==> src/rtl/hex_display_scanner.sv <==
// hex_display_scanner: time-multiplexes an N-digit hex value onto a single
// 7-segment decoder input, one digit slot at a time, with per-slot dead time
// and optional leading-zero blanking. The shown value only changes at frame
// boundaries, so a frame never mixes digits from two different values.
//
// Ports:
//   clk        system clock, rising edge
//   rst        synchronous active-high reset
//   data_in    4*NUM_DIGITS hex value, digit 0 in the low nibble
//   load       capture data_in into the shadow register at this edge
//   lzb_en     blank leading zero digits (digit 0 is never blanked)
//   nibble     nibble of the current digit, to the decoder input
//   digit_en   one-hot active-high digit enable, all zero = dark
//   digit_idx  index of the current slot's digit
//   frame_tick one-cycle pulse at the start of each frame
module hex_display_scanner #(
  parameter int unsigned NUM_DIGITS  = 4,
  parameter int unsigned REFRESH_DIV = 50000,
  parameter int unsigned DEAD_CYCLES = 2
) (
  input  logic                    clk,
  input  logic                    rst,
  input  logic [4*NUM_DIGITS-1:0] data_in,
  input  logic                    load,
  input  logic                    lzb_en,
  output logic [3:0]              nibble,
  output logic [NUM_DIGITS-1:0]   digit_en,
  output logic [2:0]              digit_idx,
  output logic                    frame_tick
);

  localparam int unsigned DW = 4 * NUM_DIGITS;
  localparam int unsigned SW = $clog2(REFRESH_DIV);

  logic [DW-1:0]         shadow, shadow_nxt;
  logic [DW-1:0]         disp, disp_nxt;
  logic [SW-1:0]         slot_cnt, slot_nxt;
  logic [2:0]            idx_nxt;
  logic                  started;
  logic                  frame_nxt;
  logic [3:0]            nib_nxt;
  logic [NUM_DIGITS-1:0] en_nxt;
  logic [NUM_DIGITS-1:0] blank;
  logic                  upper_zero;

  // Next-state and next-output computation; outputs are registered from the
  // next-state values so they line up with the internal counters each cycle.
  always_comb begin
    slot_nxt   = slot_cnt;
    idx_nxt    = digit_idx;
    shadow_nxt = shadow;
    disp_nxt   = disp;
    nib_nxt    = 4'h0;
    en_nxt     = '0;
    blank      = '0;
    upper_zero = 1'b1;

    // The first edge after reset presents t=0 rather than advancing past it.
    if (!started) begin
      slot_nxt = '0;
      idx_nxt  = 3'd0;
    end else if (slot_cnt == SW'(REFRESH_DIV - 1)) begin
      slot_nxt = '0;
      idx_nxt  = (digit_idx == 3'(NUM_DIGITS - 1)) ? 3'd0 : digit_idx + 3'd1;
    end else begin
      slot_nxt = slot_cnt + SW'(1);
    end

    frame_nxt = (slot_nxt == '0) && (idx_nxt == 3'd0);

    if (load) shadow_nxt = data_in;

    // Commit at the frame boundary; a coincident load bypasses the shadow.
    if (frame_nxt) disp_nxt = load ? data_in : shadow;

    for (int i = 0; i < int'(NUM_DIGITS); i++) begin
      if (idx_nxt == 3'(i)) nib_nxt = disp_nxt[4*i +: 4];
    end

    // Walk from the top digit down; a digit is blanked while everything at
    // and above it is zero.
    for (int i = int'(NUM_DIGITS) - 1; i >= 0; i--) begin
      upper_zero = upper_zero && (disp_nxt[4*i +: 4] == 4'h0);
      blank[i]   = lzb_en && upper_zero && (i != 0);
    end

    for (int i = 0; i < int'(NUM_DIGITS); i++) begin
      en_nxt[i] = (idx_nxt == 3'(i)) &&
                  (int'(slot_nxt) >= int'(DEAD_CYCLES)) &&
                  !blank[i];
    end
  end

  // State and output registers.
  always_ff @(posedge clk) begin
    if (rst) begin
      shadow     <= '0;
      disp       <= '0;
      slot_cnt   <= '0;
      digit_idx  <= 3'd0;
      started    <= 1'b0;
      nibble     <= 4'h0;
      digit_en   <= '0;
      frame_tick <= 1'b0;
    end else begin
      shadow     <= shadow_nxt;
      disp       <= disp_nxt;
      slot_cnt   <= slot_nxt;
      digit_idx  <= idx_nxt;
      started    <= 1'b1;
      nibble     <= nib_nxt;
      digit_en   <= en_nxt;
      frame_tick <= frame_nxt;
    end
  end

endmodule

==> config.mk <==
export PLATFORM = sky130hd
export DESIGN_NAME = hex_display_scanner
export DESIGN_NICKNAME = d
export VERILOG_FILES = /design/src/rtl/hex_display_scanner.sv
export SDC_FILE = /design/constraint.sdc
export NUM_CORES = 1
export LEC_CHECK = 0
export CORE_UTILIZATION = 50
export CTS_BUF_LIST = sky130_fd_sc_hd__clkbuf_8 sky130_fd_sc_hd__clkbuf_16
export DETAILED_ROUTE_END_ITERATION = 16
export PLACE_DENSITY = 0.69
export SLEW_MARGIN = 20
export SYNTH_ARGS = -nofsm -noshare
export SYNTH_HDL_FRONTEND = slang
export SYNTH_SLANG_ARGS = --single-unit
==> constraint.sdc <==
create_clock -name clk -period 2.97 [get_ports clk]
set_input_delay 0.297 -clock clk [delete_from_list [all_inputs] [get_ports clk]]
set_output_delay 0.297 -clock clk [all_outputs]
set_load 0.01 [all_outputs]
==> metrics.log <==
INFO  metric vdd.ir_drop.worst = 0.3545 mV
INFO  metric ys_types = 58
INFO  metric synth.ff_latch_count = 61
INFO  metric final-max-slew-violation-count = 0
INFO  metric cp-start-kind = flop
INFO  metric remaining_drc_errors = 0
INFO  metric fp.dieW = 79.45 µm
INFO  metric initial_core_util = 53.16%
INFO  metric core_area = 5642 µm²
INFO  metric num_io_pins = 32
INFO  metric worstPathRequired = 3.22 ns
INFO  metric worst-path-max-fanout = 9
INFO  metric synth.yosys.seq_area_share = 40.72%
INFO  metric dpl_worst_slack = ~0.10 ns
INFO  metric final_antenna_net_count = 0
INFO  metric post_synth_instance_area = 2999 µm²
INFO  metric initial_antenna_violation_count = 0
INFO  metric dieHeight = 79.45 µm
INFO  metric crit_type = flop to flop
INFO  metric setup_tns = 0 ns
INFO  metric maxClockFrequency = 0.3641 GHz
INFO  metric clock_tree.root_cell = clkbuf_8
INFO  metric timing.max_cap.violations = 0
INFO  metric dp_cells = 423
INFO  metric placement.io_buffers = 31
INFO  metric cts-htree-levels = 3
INFO  metric timing.critical_path.arrival = 3.00 ns
INFO  metric nFillCells = 490
INFO  metric synth_top_cells_by_area = dfxtp_1 41%, nor2_1 7.5%, mux2i_1 6.7%, a211oi_2 5.8%, xnor2_1 2.6%
INFO  metric pwr_density_cell = approximately 500 nW/µm²
INFO  metric worst_skew_pair.late_latency = 0.34 ns
INFO  metric clock_sink_count = 61
INFO  metric hold_ws = 0.5138 ns
INFO  metric synth-edff-count = 0
INFO  metric place_congestion = between 0.8 and 0.9
INFO  metric cts_tree = built
INFO  metric num_rows = 27
INFO  metric layout_commonest_cell = nor2_1
INFO  metric final_layout_size_suffix_gt1_share = 16.89%
INFO  metric finalHoldViolations = 0
INFO  metric max-clock-path-buffers = 2
INFO  metric synthDominantCellAreaShare = 40.72%
INFO  metric final_net_count = 386
INFO  metric post-route-period-util = 92.48%
INFO  metric instance_count_of_the_mapped_netlist = 330
INFO  metric stdcell_count = 439
INFO  metric area_growth = 20.23%
INFO  metric grt_first_pass_wirelength = about 11 mm
INFO  metric routed-via-count = 2,470
INFO  metric syn_avg_cell_area = between 9 and 10 µm²
INFO  metric worstMarginPinSlew = around 0.56 ns
INFO  metric maxSlewHeadroom = between 60% and 70%
INFO  metric antenna_cells = 0
INFO  metric layout.core_utilization = 63.92%
INFO  metric route.final.wire_length = 6.513 mm
INFO  metric yosys_top_cell_by_area = dfxtp_1
INFO  metric finalCriticalPeriod = 2.747 ns
INFO  metric place_hpwl = about 4.7 mm
INFO  metric post_cts_hold_buffer_count = 0
INFO  metric grt_start_max_net_pins = 40
INFO  metric dr.first_iter.drc_count = 180
INFO  metric synth_nets = 352
INFO  metric synth_async_sr_flop_share = 0%
INFO  metric grt_pass1_vias = 2,325
INFO  metric cts.reportedPaths.clkPinSlew = 0.06 ns
INFO  metric die_area = 6312 µm²
INFO  metric prevailing_post_synth_register_cell = dfxtp_1
INFO  metric outcome = complete, no violations
INFO  metric setup_viol = 0
INFO  metric global_route.overflow_total = 0
INFO  metric avgRoutedWirePerCell = 14.84 µm
INFO  metric yosysWarningCount = 0
INFO  metric drt_pass1_iterations = 4
INFO  metric rsz0062_at_grt = false
INFO  metric grt.total_usage = 23.08%
INFO  metric post-route-worst-setup-slack = 0.2233 ns
INFO  metric worstSetupEndpointType = flop
INFO  metric holdCritPathClass = flop to flop
INFO  metric post_drt_via_cell_ratio = 5.626
INFO  metric clock-skew-final = 0.007967 ns
INFO  metric number_of_buffers_created_by_cts = 9
INFO  metric cellLeakagePower = 1.364 nW
INFO  metric mostFrequentLayoutCells = 60 x nor2_1, 57 x dfxtp_1, 31 x clkdlybuf4s50_1
critical path, stage by stage, from the launching register on:
cell	delay [ns]
dfxtp_1	0.35
ha_1	0.24
nand2_2	0.12
or4_4	0.55
mux2i_1	0.18
o2111a_2	0.26
a31oi_4	0.16
nor3_4	0.31
buf_4	0.23
nor2_1	0.06
a211oi_2	0.19
cell usage after synthesis (6+ instances only):
| cell type | number |
|---|---|
| mux2i_1 | 20 |
| a211oi_2 | 14 |
| inv_1 | 7 |
| nor4_1 | 7 |
| a21oi_1 | 6 |
| clkbuf_1 | 7 |
| xor2_1 | 6 |
| dfxtp_1 | 61 |
| nor3_1 | 13 |
| nor2_1 | 60 |
| nand3_1 | 9 |
| buf_2 | 9 |
| xnor2_1 | 9 |
| nand2_1 | 17 |
flip-flops by register name, indices dropped and copies added (netlist names):
register    count
slot_cnt       16
frame_tick      1
shadow         16
nibble          4
digit_en        4
disp           16
started         1
digit_idx       3
metal layers:
layer	share of wire [%]	GRT usage [%]	wire length, µm
met4	1.9	11.45	127
met5	0	0	0
met2	46	36.07	3003
met1	49	30.43	3221
met3	2.5	4.114	160
final cells by class:
type	count	area, µm²	share of cell area, %
inverter	7	26.28	0.7287
clock buffer	12	165.2	4.580
tap	72	90.09	2.498
multi-input combinational	241	1657	45.94
clock inverter	2	33.78	0.9368
timing repair buffer	44	407.9	11.31
sequential	61	1226	34.00
per-stage QoR:
stage / cell area (µm²) / total power [mW]
finish: 3606 / 1.831
floorplan: 2999 / 1.024
global placement: 3376 / 1.092
global route: 3606 / 1.910
detailed placement: 3376 / 1.095
CTS: 3575 / 1.840
where the power goes:
group	switching [mW]	total (mW)	internal [mW]	leakage [nW]
logic	0.101	0.198	0.0970	0.756
clock network	0.308	0.752	0.444	0.106
registers	0.0238	0.881	0.857	0.502
total	0.432	1.83	1.40	1.36
worst paths after layout:
| path | cells past startpoint | endpoint | slack [ns] | startpoint |
|---|---|---|---|---|
| hold / removal | 2 | nibble[3] | 0.51 | disp[15] |
| setup reg to reg | 10 | disp[7] | 0.22 | slot_cnt[1] |
| hold reg to reg | 2 | nibble[3] | 0.51 | disp[15] |
| setup / recovery | 10 | disp[7] | 0.22 | slot_cnt[1] |
repair_timing:
| item | CTS | global route |
|---|---|---|
| gates resized for setup | 0 | 6 |
| endpoints found under the setup margin | 0 | 19 |
| setup buffers | 0 | 1 |
cell families after synthesis:
kind of cell	after synthesis	synth area share, %
xor+xnor	15	4.381
buf+inv	29	4.881
flops	61	40.72
compound gates	55	16.73
simple gates	147	25.41
fa+ha+maj	2	0.8342
mux	21	7.050
Power figures use the tool's default switching activity.
